[src/rtl/per_bus_pkg.sv]
// Shared types for the peripheral bus master: bus widths, FSM states and the
// command word that is buffered in the command FIFO.
package per_bus_pkg;

   localparam int unsigned PER_AW = 14;
   localparam int unsigned PER_DW = 16;

   typedef enum logic [1:0] {
      IDLE,
      ISSUE,
      RESP
   } state_e;

   typedef struct packed {
      logic              write;
      logic [PER_AW-1:0] addr;
      logic [PER_DW-1:0] wdata;
      logic [1:0]        be;
   } per_cmd_t;

   // Reads must never present byte enables on the bus.
   function automatic logic [1:0] bus_we(input per_cmd_t cmd);
      return cmd.write ? cmd.be : 2'b00;
   endfunction

endpackage

[src/rtl/per_cmd_fifo.sv]
// Show-ahead synchronous FIFO; pointers carry one extra wrap bit to tell
// full from empty.
module per_cmd_fifo #(
   parameter int unsigned DEPTH = 4,
   parameter type         T     = logic [7:0]
) (
   input  logic mclk,
   input  logic puc_rst_n,
   input  logic push,
   input  T     push_data,
   input  logic pop,
   output T     head,
   output logic full,
   output logic empty
);

   localparam int unsigned IW = $clog2(DEPTH);
   localparam logic [IW:0] PTR_ONE = 1;

   logic [IW:0] wr_ptr_q;
   logic [IW:0] rd_ptr_q;
   T            mem_q [DEPTH];
   logic        do_push;
   logic        do_pop;

   assign do_push = push & ~full;
   assign do_pop  = pop & ~empty;

   always_ff @(posedge mclk or negedge puc_rst_n) begin
      if (!puc_rst_n) begin
         wr_ptr_q <= '0;
         rd_ptr_q <= '0;
      end else begin
         if (do_push) wr_ptr_q <= wr_ptr_q + PTR_ONE;
         if (do_pop)  rd_ptr_q <= rd_ptr_q + PTR_ONE;
      end
   end

   always_ff @(posedge mclk) begin
      if (do_push) mem_q[wr_ptr_q[IW-1:0]] <= push_data;
   end

   assign head  = mem_q[rd_ptr_q[IW-1:0]];
   assign empty = (wr_ptr_q == rd_ptr_q);
   assign full  = (wr_ptr_q[IW] != rd_ptr_q[IW]) &&
                  (wr_ptr_q[IW-1:0] == rd_ptr_q[IW-1:0]);

endmodule

[src/rtl/per_bus_master.sv]
// Peripheral bus initiator: queued commands are issued one bus cycle each,
// reads return on a valid/ready port. Optional counters: PER_BUS_MASTER_STATS_EN.
module per_bus_master
   import per_bus_pkg::*;
#(
   parameter int unsigned FIFO_DEPTH = 4,
   parameter int unsigned AW         = PER_AW,
   parameter int unsigned DW         = PER_DW
) (
   input  logic          mclk,
   input  logic          puc_rst_n,
   input  logic          cmd_valid,
   output logic          cmd_ready,
   input  logic          cmd_write,
   input  logic [AW-1:0] cmd_addr,
   input  logic [DW-1:0] cmd_wdata,
   input  logic [1:0]    cmd_be,
   output logic          rsp_valid,
   input  logic          rsp_ready,
   output logic [DW-1:0] rsp_rdata,
   output logic [AW-1:0] per_addr,
   output logic [DW-1:0] per_din,
   output logic          per_en,
   output logic [1:0]    per_we,
   input  logic [DW-1:0] per_dout,
`ifdef PER_BUS_MASTER_STATS_EN
   output logic [15:0]   stat_wr_cnt,
   output logic [15:0]   stat_rd_cnt,
`endif
   output logic          busy
);

   state_e        state_q, state_d;
   logic [AW-1:0] addr_q, addr_d;
   logic [DW-1:0] din_q, din_d;
   logic [1:0]    we_q, we_d;
   logic          en_q, en_d;
   logic          is_wr_q, is_wr_d;
   logic          rsp_valid_q, rsp_valid_d;
   logic [DW-1:0] rsp_rdata_q, rsp_rdata_d;
   logic          rdy_en_q;

   per_cmd_t cmd_in;
   per_cmd_t head;
   logic     fifo_full;
   logic     fifo_empty;
   logic     fifo_pop;
   logic     load;

   always_comb begin
      cmd_in.write = cmd_write;
      cmd_in.addr  = cmd_addr;
      cmd_in.wdata = cmd_wdata;
      cmd_in.be    = cmd_be;
   end

   // Held low until the first edge after reset so cmd_ready is 0 in reset.
   assign cmd_ready = rdy_en_q & ~fifo_full;

   per_cmd_fifo #(
      .DEPTH (FIFO_DEPTH),
      .T     (per_cmd_t)
   ) u_fifo (
      .mclk      (mclk),
      .puc_rst_n (puc_rst_n),
      .push      (cmd_valid & cmd_ready),
      .push_data (cmd_in),
      .pop       (fifo_pop),
      .head      (head),
      .full      (fifo_full),
      .empty     (fifo_empty)
   );

   always_comb begin
      state_d     = state_q;
      addr_d      = addr_q;
      din_d       = din_q;
      we_d        = we_q;
      en_d        = 1'b0;
      is_wr_d     = is_wr_q;
      rsp_valid_d = rsp_valid_q;
      rsp_rdata_d = rsp_rdata_q;
      load        = 1'b0;

      case (state_q)
         IDLE: begin
            if (!fifo_empty) load = 1'b1;
         end
         ISSUE: begin
            if (is_wr_q) begin
               if (!fifo_empty) load = 1'b1;
               else             state_d = IDLE;
            end else begin
               rsp_rdata_d = per_dout;
               rsp_valid_d = 1'b1;
               state_d     = RESP;
            end
         end
         RESP: begin
            if (rsp_ready) begin
               rsp_valid_d = 1'b0;
               if (!fifo_empty) load = 1'b1;
               else             state_d = IDLE;
            end
         end
         default: state_d = IDLE;
      endcase

      if (load) begin
         addr_d  = head.addr;
         din_d   = head.wdata;
         we_d    = bus_we(head);
         is_wr_d = head.write;
         en_d    = 1'b1;
         state_d = ISSUE;
      end
      fifo_pop = load;
   end

   always_ff @(posedge mclk or negedge puc_rst_n) begin
      if (!puc_rst_n) begin
         state_q     <= IDLE;
         addr_q      <= '0;
         din_q       <= '0;
         we_q        <= 2'b00;
         en_q        <= 1'b0;
         is_wr_q     <= 1'b0;
         rsp_valid_q <= 1'b0;
         rsp_rdata_q <= '0;
         rdy_en_q    <= 1'b0;
      end else begin
         state_q     <= state_d;
         addr_q      <= addr_d;
         din_q       <= din_d;
         we_q        <= we_d;
         en_q        <= en_d;
         is_wr_q     <= is_wr_d;
         rsp_valid_q <= rsp_valid_d;
         rsp_rdata_q <= rsp_rdata_d;
         rdy_en_q    <= 1'b1;
      end
   end

   assign per_addr  = addr_q;
   assign per_din   = din_q;
   assign per_we    = we_q;
   assign per_en    = en_q;
   assign rsp_valid = rsp_valid_q;
   assign rsp_rdata = rsp_rdata_q;
   assign busy      = ~fifo_empty | (state_q != IDLE);

`ifdef PER_BUS_MASTER_STATS_EN
   logic [15:0] stat_wr_cnt_q;
   logic [15:0] stat_rd_cnt_q;

   always_ff @(posedge mclk or negedge puc_rst_n) begin
      if (!puc_rst_n) begin
         stat_wr_cnt_q <= 16'h0000;
         stat_rd_cnt_q <= 16'h0000;
      end else if (en_q) begin
         if (is_wr_q) stat_wr_cnt_q <= stat_wr_cnt_q + 16'h0001;
         else         stat_rd_cnt_q <= stat_rd_cnt_q + 16'h0001;
      end
   end

   assign stat_wr_cnt = stat_wr_cnt_q;
   assign stat_rd_cnt = stat_rd_cnt_q;
`endif

endmodule

[config.mk]
export PLATFORM = sky130hd
export DESIGN_NAME = per_bus_master
export DESIGN_NICKNAME = d
export VERILOG_FILES = /design/src/rtl/per_bus_pkg.sv /design/src/rtl/per_cmd_fifo.sv /design/src/rtl/per_bus_master.sv
export SDC_FILE = /design/constraint.sdc
export NUM_CORES = 1
export LEC_CHECK = 0
export BUFFER_PORTS_ARGS = -buffer_cell sky130_fd_sc_hd__buf_2
export CAP_MARGIN = 20
export CELL_PAD_IN_SITES_DETAIL_PLACEMENT = 1
export CELL_PAD_IN_SITES_GLOBAL_PLACEMENT = 1
export CORE_AREA = 4 4 135 137
export CTS_CLUSTER_SIZE = 20
export DETAILED_ROUTE_END_ITERATION = 10
export DIE_AREA = 0 0 139 141
export GPL_ROUTABILITY_DRIVEN = 0
export PLACE_DENSITY_LB_ADDON = 0.1
export SLEW_MARGIN = 10
export SYNTH_ARGS = -nofsm -noshare
export SYNTH_HDL_FRONTEND = slang
export SYNTH_SLANG_ARGS = --single-unit
[constraint.sdc]
create_clock -name mclk -period 2.25 [get_ports mclk]
set_input_delay 0.225 -clock mclk [delete_from_list [all_inputs] [get_ports mclk]]
set_output_delay 0.225 -clock mclk [all_outputs]
set_load 0.05 [all_outputs]
==> results of run 1 <==
## logic make-up (layout without fill, tap and decap cells)
group,after synthesis,count (layout),share of synthesized area (%)
flip-flops,192,192,74.4
adder cells (fa/ha/maj),9,9,1.53
buffers and inverters,22,171,1.75
AO/OA/AOI/OAI,9,9,0.971
other,1,1,0.0510
XOR/XNOR,7,7,0.834
AND/OR/NAND/NOR,20,20,1.69
multiplexers,85,85,18.8
## how the worst max path moves through the flow
stage,endpoint,slack [ns],startpoint,depth (start not counted)
global placement,per_addr[11],0.25,state_q[0],7
CTS,per_addr[8],0.16,state_q[0],7
global route,per_din[14],0.07,state_q[0],7
floorplan,u_fifo.mem_q[0][0],0.007,u_fifo.rd_ptr_q[1],5
detailed placement,per_din[14],0.18,state_q[0],7
finish,per_addr[8],0.18,state_q[0],7
## through the flow
step / util [%] / instance area [sq um] / hold slack, ns / worst slack, ns
after floorplan: - / 7350 / -0.0706 / 0.00746
after detailed placement: 48.5 / 8270 / 0.396 / 0.181
final: 52.9 / 9030 / 0.0206 / 0.182
after global routing: 52.9 / 9030 / 0.00985 / 0.0700
after global placement: 48.5 / 8270 / 0.391 / 0.248
after CTS: 52.9 / 9030 / 0.000326 / 0.159
## per-layer routing
layer  GRT usage, %  wire [um]  vias up
met5              0          0        -
met4           5.25        191        0
met2           27.1       7440       80
met3           3.70        619       14
met1           18.3       5980     1885
li1               -          -     1633
## worst max-delay path, stage by stage (launching register included)
cell,delay (ns)
dfrtp_1,0.41
inv_1,0.09
ha_1,0.28
mux2_4,0.24
a21oi_4,0.06
nor3_4,0.22
buf_12,0.27
mux2_2,0.37
## state kept, by name, summed over array words and instances, names as in the netlist
signal	cells
u_fifo.mem_q	132
per_din	16
rsp_rdata	16
per_addr	14
u_fifo.rd_ptr_q	3
u_fifo.wr_ptr_q	3
per_we	2
state_q	2
is_wr_q	1
per_en	1
rdy_en_q	1
rsp_valid	1
## power by group
group          switching (W)  total [W]  leakage [nW]  internal (W)
logic                0.00372    0.00641          1.25       0.00269
clock network        0.00128    0.00317         0.302       0.00189
registers           0.000406    0.00511          1.90       0.00470
total                0.00540     0.0147          3.45       0.00928
## layout make-up
cell class	count	area [sq um]	share of cell area [%]
Multi-Input combinational cell	131	1760	19.5
Tap cell	225	282	3.12
Sequential cell	192	5470	60.6
Inverter	8	30.0	0.333
Timing Repair Buffer	132	868	9.62
Clock buffer	18	439	4.86
Clock inverter	13	184	2.04
## cells in the final DEF (no fill, tap or decap), types with 2 or more instances in the layout
cell type / count
mux2_4: 15
nand2_1: 7
inv_1: 7
buf_12: 8
buf_2: 103
dfrtp_1: 58
mux2i_1: 2
ha_1: 9
clkinv_4: 2
mux2_2: 35
o21ai_0: 2
mux4_2: 33
clkinv_1: 2
buf_4: 7
inv_6: 3
xnor2_1: 5
a21oi_1: 2
dfrtp_2: 2
dlygate4sd3_1: 14
edfxtp_1: 132
xor2_1: 2
bufinv_16: 4
and3_2: 3
clkbuf_16: 17
==> metrics.csv, run 1 <==
stage,metric,value,unit
setup_path,r2r_start,state_q[0],
cells_and_area,stdcell_count,719,
global_routing,grt_pass1_vias,4022,
logic_synthesis,synth.distinct_cells,35,
clock_tree,clkTransAtPathRegs,0.07,ns
logic_synthesis,yosys-top-cells-count,"132 x edfxtp_1, 60 x dfrtp_1, 35 x mux2_2",
detailed_routing,wl,14200,um
worst_hold_path,min_to,u_fifo.mem_q[3][17],
logic_synthesis,netlist.area_leader.share,53.9,%
clock_tree,cts.sink_count,192,
logic_synthesis,synth.cell_area,7350,sq um
power_and_ir_drop,ir_worst_vdd,1130,uV
worst_hold_path,hold_start,cmd_wdata[15],
cells_and_area,diodes,0,
logic_synthesis,ys_top_cells_by_area,"edfxtp_1 54%, dfrtp_1 20%, mux4_2 10%",
detailed_routing,post-route-drc-count,0,
timing,fin_skew,0.00711,ns
timing,drv_slew,0,
power_and_ir_drop,p_per_area,1630,nW/um^2
detailed_routing,vias_per_cell,5.02,
global_routing,grt_overflow,0,
timing,rsz0062_at_grt,no,
worst_hold_path,min_path_type,input pin to flop,
logic_synthesis,synth_nets,407,
timing,max_slew_margin,44.1,%
clock_tree,cts_root_buf,clkbuf_16,
setup_path,reg2reg_depth,7,
setup_path,regToRegEndpoint,per_addr[8],
setup_path,cp.required,2.55,ns
place,place_inst,674,
global_routing,grt_max_degree,61,
clock_tree,cts_buffers,17,
cells_and_area,fillerInstances,1580,
worst_hold_path,whs_path_depth,1,
global_routing,track_usage,15.3,%
logic_synthesis,ys.flop_type,edfxtp_1,
floorplan,core,17100,sq um
place,port_buffers,104,
detailed_routing,wl_per_cell,19.8,um
detailed_routing,routed-via-count,3612,
place,hpwl,8870,um
timing,setup_tns,0,ns
detailed_routing,drt_iter0_drc,106,
floorplan,dieHeight,141,um
timing,hold_violations,0,
setup_path,worstSetupEndpointType,flop,
outcome,status,"finished, final reports clean",
power_and_ir_drop,leakage,3.45,nW
detailed_routing,ant_nets,0,
floorplan,initial_core_util,43.1,%
setup_path,worst-path-max-fanout,28,
timing,min_period_over_period,91.9,%
clock_tree,postCtsSetupBuffers,0,
setup_path,critPathLaunchType,flop,
detailed_routing,first_pass_iters,6,
timing,max_freq,483,MHz
setup_path,r2r_slack,0.18,ns
logic_synthesis,async_flop_share,31.3,%
logic_synthesis,synth_area_leader_cell,edfxtp_1,
logic_synthesis,synth_edf_count,132,
floorplan,die_x,139,um
clock_tree,htreeDepth,4,
flow_run,maxCapViolations,0,
logic_synthesis,yosysMostFrequentCell,edfxtp_1,
logic_synthesis,seq_area_frac_synth,74.4,%
floorplan,io_pins,105,
floorplan,num_rows,48,
logic_synthesis,syn_inst,345,
logic_synthesis,syn_area_per_cell,21.3,sq um
cells_and_area,drive_gt1_share,48.4,%
timing,setup_viol,0,
logic_synthesis,ys_warn_count,0,
setup_path,cp_data_arrival_time,2.37,ns
timing,fin_crit,2.07,ns
cells_and_area,num-nets-final,544,
clock_tree,insertion_delay,0.42,ns
clock_tree,cts_hold_buf,14,
setup_path,worstSetupPathType,flop to flop,
timing,tightest_slew,0.838,ns
logic_synthesis,synth-seq-cells,192,
clock_tree,cts_resized,0,
clock_tree,cts_tree,built,
global_routing,grt_antenna_before_repair,0,
global_routing,grt_first_pass_wirelength,22800,um
cells_and_area,area_growth,22.9,%
power_and_ir_drop,total_power,0.0147,W
clock_tree,clock_path_buffers,2,
floorplan,die_area,19600,sq um
(Power assumes the default switching activity.)
==> run 2: changes to the inputs <==
Settings changed: CORE_AREA 4 4 135 137 to 4 4 123 125, DIE_AREA 0 0 139 141 to 0 0 127 129, TNS_END_PERCENT set to 30.
Clock period 2.25 ns to 2.4 ns, I/O delays scaled along.
==> run 2 against run 1 <==
Critical path depth down 3. Combinational power down 7.0%. Die area down 16%. Non-clock buffer count down 13. Via count down 2.6%. Cell count down 7.9%. Clock power down 14%. Setup slack better by 0.038 ns. Flip-flop and latch count unchanged. Critical endpoint is now u_fifo.mem_q[0][30]. Largest power group unchanged.
==> metrics.csv, run 2 (synthesis results as in run 1) <==
stage,metric,value,unit
detailed_routing,first_pass_iters,4,
setup_path,worstSetupEndpointType,flop,
place,dpl_worst_slack,0.180,ns
floorplan,dieHeight,129,um
floorplan,core,13900,sq um
clock_tree,clkTransAtPathRegs,0.06,ns
timing,hold_violations,0,
detailed_routing,drt_iter0_drc,158,
global_routing,grt_pass1_vias,3945,
timing,tightest_slew,0.911,ns
timing,fin_skew,0.00593,ns
clock_tree,cts_root_buf,clkbuf_16,
clock_tree,cts_hold_buf,5,
floorplan,initial_core_util,52.9,%
cells_and_area,diodes,0,
setup_path,cp.required,2.45,ns
cells_and_area,fillerInstances,1187,
floorplan,io_pins,105,
cells_and_area,mostFrequentLayoutCells,"132 x edfxtp_1, 104 x buf_2, 58 x dfrtp_1",
setup_path,worst-path-max-fanout,33,
global_routing,grt_first_pass_wirelength,22100,um
timing,worst_slack,0.220,ns
outcome,status,"finished, final reports clean",
power_and_ir_drop,total_power,0.0135,W
power_and_ir_drop,ir_worst_vdd,878,uV
floorplan,num_rows,43,
flow_run,maxCapViolations,0,
clock_tree,clock_path_buffers,2,
floorplan,die_x,127,um
cells_and_area,final_common_cell,edfxtp_1,
timing,rsz0062_at_grt,no,
clock_tree,cts_tree,built,
detailed_routing,post-route-drc-count,0,
floorplan,die_area,16400,sq um
global_routing,grt_overflow,0,
place,hpwl,8580,um
setup_path,critPathLaunchType,flop,
timing,min_period_over_period,90.8,%
timing,setup_tns,0,ns
clock_tree,cts_buffers,17,
setup_path,worstSetupPathType,flop to flop,
cells_and_area,drive_gt1_share,48.5,%
global_routing,grt_antenna_before_repair,0,
setup_path,cp_data_arrival_time,2.23,ns
cells_and_area,num-nets-final,531,
timing,setup_viol,0,
clock_tree,htreeDepth,4,
timing,whs,0.0261,ns
worst_hold_path,min_path_type,input pin to flop,
timing,fin_crit,2.18,ns
global_routing,grt_max_degree,41,
timing,max_slew_margin,39.3,%
clock_tree,cts_resized,0,
timing,drv_slew,0,
timing,max_freq,459,MHz
detailed_routing,vias_per_cell,5.32,
cells_and_area,largest_reg_flops,132,
cells_and_area,design_area,8760,sq um
detailed_routing,wl_per_cell,20.6,um
clock_tree,postCtsSetupBuffers,0,
detailed_routing,routed-via-count,3519,
detailed_routing,ant_nets,0,
clock_tree,cts.sink_count,192,
power_and_ir_drop,p_per_area,1540,nW/um^2
place,post_dp_cell_area,8140,sq um
global_routing,track_usage,18.5,%
detailed_routing,wl,13600,um
power_and_ir_drop,leakage,3.35,nW
clock_tree,insertion_delay,0.43,ns
place,port_buffers,104,
cells_and_area,area_growth,19.3,%
[run 2: changes by cell type in the layout (fill, tap and decap cells not counted)]
cell and delta:
buf_2 +1, bufinv_16 -2, inv_6 -2, buf_4 -2
clkbuf_1 +3, clkbuf_8 +1, clkinv_2 +2, buf_12 -3
clkinv_4 -2, clkinvlp_4 +2, dlygate4sd3_1 -9, clkinv_1 -1
[run 2: cell type report]
type	count	area, sq um	area share, %
clock buffer	22	464	5.30
tap	180	225	2.57
timing repair buffer	119	708	8.08
inverter	8	30.0	0.343
sequential	192	5470	62.4
clock inverter	10	110	1.26
multi-input combinational	131	1760	20.1
[run 2: where the power goes]
group / leakage, nW / internal (W) / total, W / switching [W]
sequential: 1.90 / 0.00441 / 0.00479 / 0.000376
combinational: 1.18 / 0.00246 / 0.00596 / 0.00350
clock: 0.274 / 0.00158 / 0.00272 / 0.00114
[run 2: per-layer routing]
layer | vias up | part of all wire (%) | wire [um] | GRT usage [%]
met5 | - | 0 | 0 | 0
met4 | 0 | 1.2 | 165 | 7.13
met3 | 14 | 5.0 | 679 | 5.73
met2 | 84 | 52 | 7120 | 29.8
met1 | 1825 | 42 | 5660 | 23.9
li1 | 1596 | - | - | -
[run 2: path summary, 6_finish.rpt]
kind | endpoint | slack, ns | cells after the start | startpoint
min | u_fifo.mem_q[3][3] | 0.03 | 1 | cmd_wdata[1]
min in group asynchronous | per_din[10] | 0.36 | 2 | puc_rst_n
max | u_fifo.mem_q[0][30] | 0.22 | 4 | u_fifo.wr_ptr_q[0]
max in group asynchronous | u_fifo.rd_ptr_q[1] | 1.38 | 3 | puc_rst_n
max reg2reg | u_fifo.mem_q[0][30] | 0.22 | 4 | u_fifo.wr_ptr_q[0]
min reg2reg | u_fifo.wr_ptr_q[2] | 0.50 | 1 | u_fifo.wr_ptr_q[2]
[run 2: worst max-delay path, stage by stage (launching register included)]
cell and delay (ns):
dfrtp_1 0.45, xnor2_1 0.18, nand3b_1 0.15, and2_1 0.20, and3_2 0.81
[run 2: per-stage QoR]
step           instances  util [%]
6_report             662      63.1
5_1_grt              662      63.1
4_1_cts              662      63.1
3_5_place_dp         625      58.6
3_3_place_gp         625      58.6
2_1_floorplan        345         -
==> run 3: changes to the inputs <==
Settings changed: CORE_AREA 4 4 123 125 to 4 4 162 164, DIE_AREA 0 0 127 129 to 0 0 166 168.
==> run 3 against run 2 <==
Global-route usage fell by 7.1 points. Wire length rose by 13%. Via count rose by 1.3%. Total power rose by 1.4%. First-iteration DRC count fell by 19%. Critical path depth rose by 3. Flip-flop and latch count did not move. Cell count rose by 23%. Fmax rose by 4.4%. Final area rose by 2.5%. Critical endpoint is now per_din[14]. Largest cell class unchanged.
==> metrics.csv, run 3 (synthesis results as in run 1) <==
stage,metric,value,unit
cells_and_area,fin_util,36.1,%
power_and_ir_drop,comb_power_share,43.7,%
detailed_routing,wl,15400,um
detailed_routing,drt_iter0_drc,128,
power_and_ir_drop,leakage,3.39,nW
detailed_routing,vias_per_cell,4.38,
global_routing,grt_pass1_vias,4001,
timing,rsz0062_at_grt,no,
outcome,status,"finished, final reports clean",
setup_path,timing.critical_path.cells,inv_1 -> ha_1 -> mux2_4 -> a21oi_4 -> nor3_4 -> buf_12 -> mux2_2,
clock_tree,cts_root_buf,clkbuf_16,
timing,whs,0.0235,ns
timing,tightest_slew,0.650,ns
clock_tree,cts.sink_count,192,
global_routing,track_usage,11.4,%
setup_path,worstSetupPathType,flop to flop,
timing,min_period_over_period,87.0,%
global_routing,grt_max_degree,41,
power_and_ir_drop,total_power,0.0137,W
setup_path,critPathLaunchType,flop,
cells_and_area,area_growth,22.2,%
cells_and_area,drive_gt1_share,50.1,%
clock_tree,clock_path_buffers,2,
power_and_ir_drop,p_per_area,1520,nW/um^2
timing,drv_slew,0,
global_routing,grt_overflow,0,
floorplan,dieHeight,168,um
timing,max_freq,479,MHz
floorplan,core,24900,sq um
power_and_ir_drop,p_sw_share,38.6,%
cells_and_area,num-nets-final,532,
flow_run,maxCapViolations,0,
worst_hold_path,min_path_type,input pin to flop,
power_and_ir_drop,clkPwrFrac,21.1,%
clock_tree,clkTransAtPathRegs,0.08,ns
setup_path,cpPeakStageDelay,0.41,ns
setup_path,worst-path-max-fanout,31,
setup_path,cp.required,2.70,ns
clock_tree,insertion_delay,0.43,ns
timing,fin_skew,0.0120,ns
power_and_ir_drop,ir_worst_vdd,596,uV
cells_and_area,stdcell_count,814,
clock_tree,cts_buffers,17,
timing,max_slew_margin,56.7,%
timing,setup_viol,0,
floorplan,num_rows,58,
floorplan,initial_core_util,29.5,%
cells_and_area,largest_reg_flops,132,
setup_path,crit_path_top_delay_cell,dfrtp_1,
timing,fin_crit,2.09,ns
global_routing,grt_antenna_before_repair,1,
floorplan,die_area,27900,sq um
timing,hold_violations,0,
detailed_routing,wl_per_cell,19.0,um
clock_tree,cts_tree,built,
cells_and_area,final_common_cell,edfxtp_1,
detailed_routing,first_pass_iters,5,
place,hpwl,9600,um
power_and_ir_drop,intPower,0.00839,W
floorplan,die_x,166,um
setup_path,cp_data_arrival_time,2.39,ns
place,port_buffers,104,
power_and_ir_drop,seq_power_share,35.2,%
clock_tree,htreeDepth,4,
detailed_routing,post-route-drc-count,0,
cells_and_area,mostFrequentLayoutCells,"132 x edfxtp_1, 103 x buf_2, 58 x dfrtp_1",
place,place_inst,779,
detailed_routing,routed-via-count,3563,
setup_path,worstSetupEndpointType,flop,
detailed_routing,ant_nets,0,
global_routing,grt_first_pass_wirelength,23900,um
power_and_ir_drop,p_switching,0.00527,W
floorplan,io_pins,105,
run 3: worst max-delay path: cells and delay by family, from the launching register on:
family	cells	cell delay [ns]
multiplexers	2	0.61
flip-flops	1	0.41
buffers and inverters	2	0.37
adder cells (fa/ha/maj)	1	0.27
AND/OR/NAND/NOR	1	0.23
AO/OA/AOI/OAI	1	0.07
run 3: through the flow:
| step | setup WS (ns) | cell area [sq um] | setup TNS [ns] |
|---|---|---|---|
| final | 0.312 | 8980 | 0 |
| after detailed placement | 0.285 | 8350 | 0 |
| after CTS | 0.272 | 8980 | 0 |
| after floorplan | -0.177 | 7350 | -11.68 |
| after global routing | 0.159 | 8980 | 0 |
| after global placement | 0.365 | 8350 | 0 |
run 3: timing repair:
action / 4_1_cts / 5_1_grt
hold buffers: 2 / 0
buffers inserted: 0 / 0
hold endpoints to repair: 43 / 0
endpoints found under the setup margin: 0 / 0
gates resized for setup: 0 / 0
run 3: routing by layer:
metal	part of all wire (%)	global-route usage (%)	routed length, um	vias to the layer above
li1	-	-	-	1612
met1	42	13.7	6520	1872
met2	53	20.0	8140	66
met3	3.9	3.17	603	11
met4	1.0	3.23	157	2
met5	0.084	0	13	-
run 3: worst paths after layout:
kind / startpoint / end / slack (ns) / cells after the start
setup / recovery: state_q[0] / per_din[14] / 0.31 / 7
hold / removal: cmd_addr[7] / u_fifo.mem_q[1][25] / 0.02 / 1
setup reg to reg: state_q[0] / per_din[14] / 0.31 / 7
hold reg to reg: u_fifo.wr_ptr_q[2] / u_fifo.wr_ptr_q[2] / 0.49 / 1
max in group asynchronous: puc_rst_n / rsp_rdata[5] / 1.48 / 3
min in group asynchronous: puc_rst_n / per_din[9] / 0.38 / 2
run 3: layout make-up:
class / count / area (sq um)
fill: 2471 / 15900
clock inverter: 15 / 185
clock buffer: 17 / 425
inverter: 8 / 30.0
sequential: 192 / 5470
antenna: 1 / 2.50
multi-input combinational: 131 / 1760
tap: 330 / 413
timing repair buffer: 120 / 698
run 3: power groups by stage:
| stage | Sequential (W) | Combinational [W] | Clock [W] |
|---|---|---|---|
| after floorplan | 0.00627 | 0.00332 | 0 |
| after global placement | 0.00488 | 0.00606 | 0 |
| after detailed placement | 0.00490 | 0.00615 | 0 |
| after CTS | 0.00484 | 0.00615 | 0.00299 |
| after global routing | 0.00492 | 0.00640 | 0.00314 |
| final | 0.00481 | 0.00598 | 0.00288 |
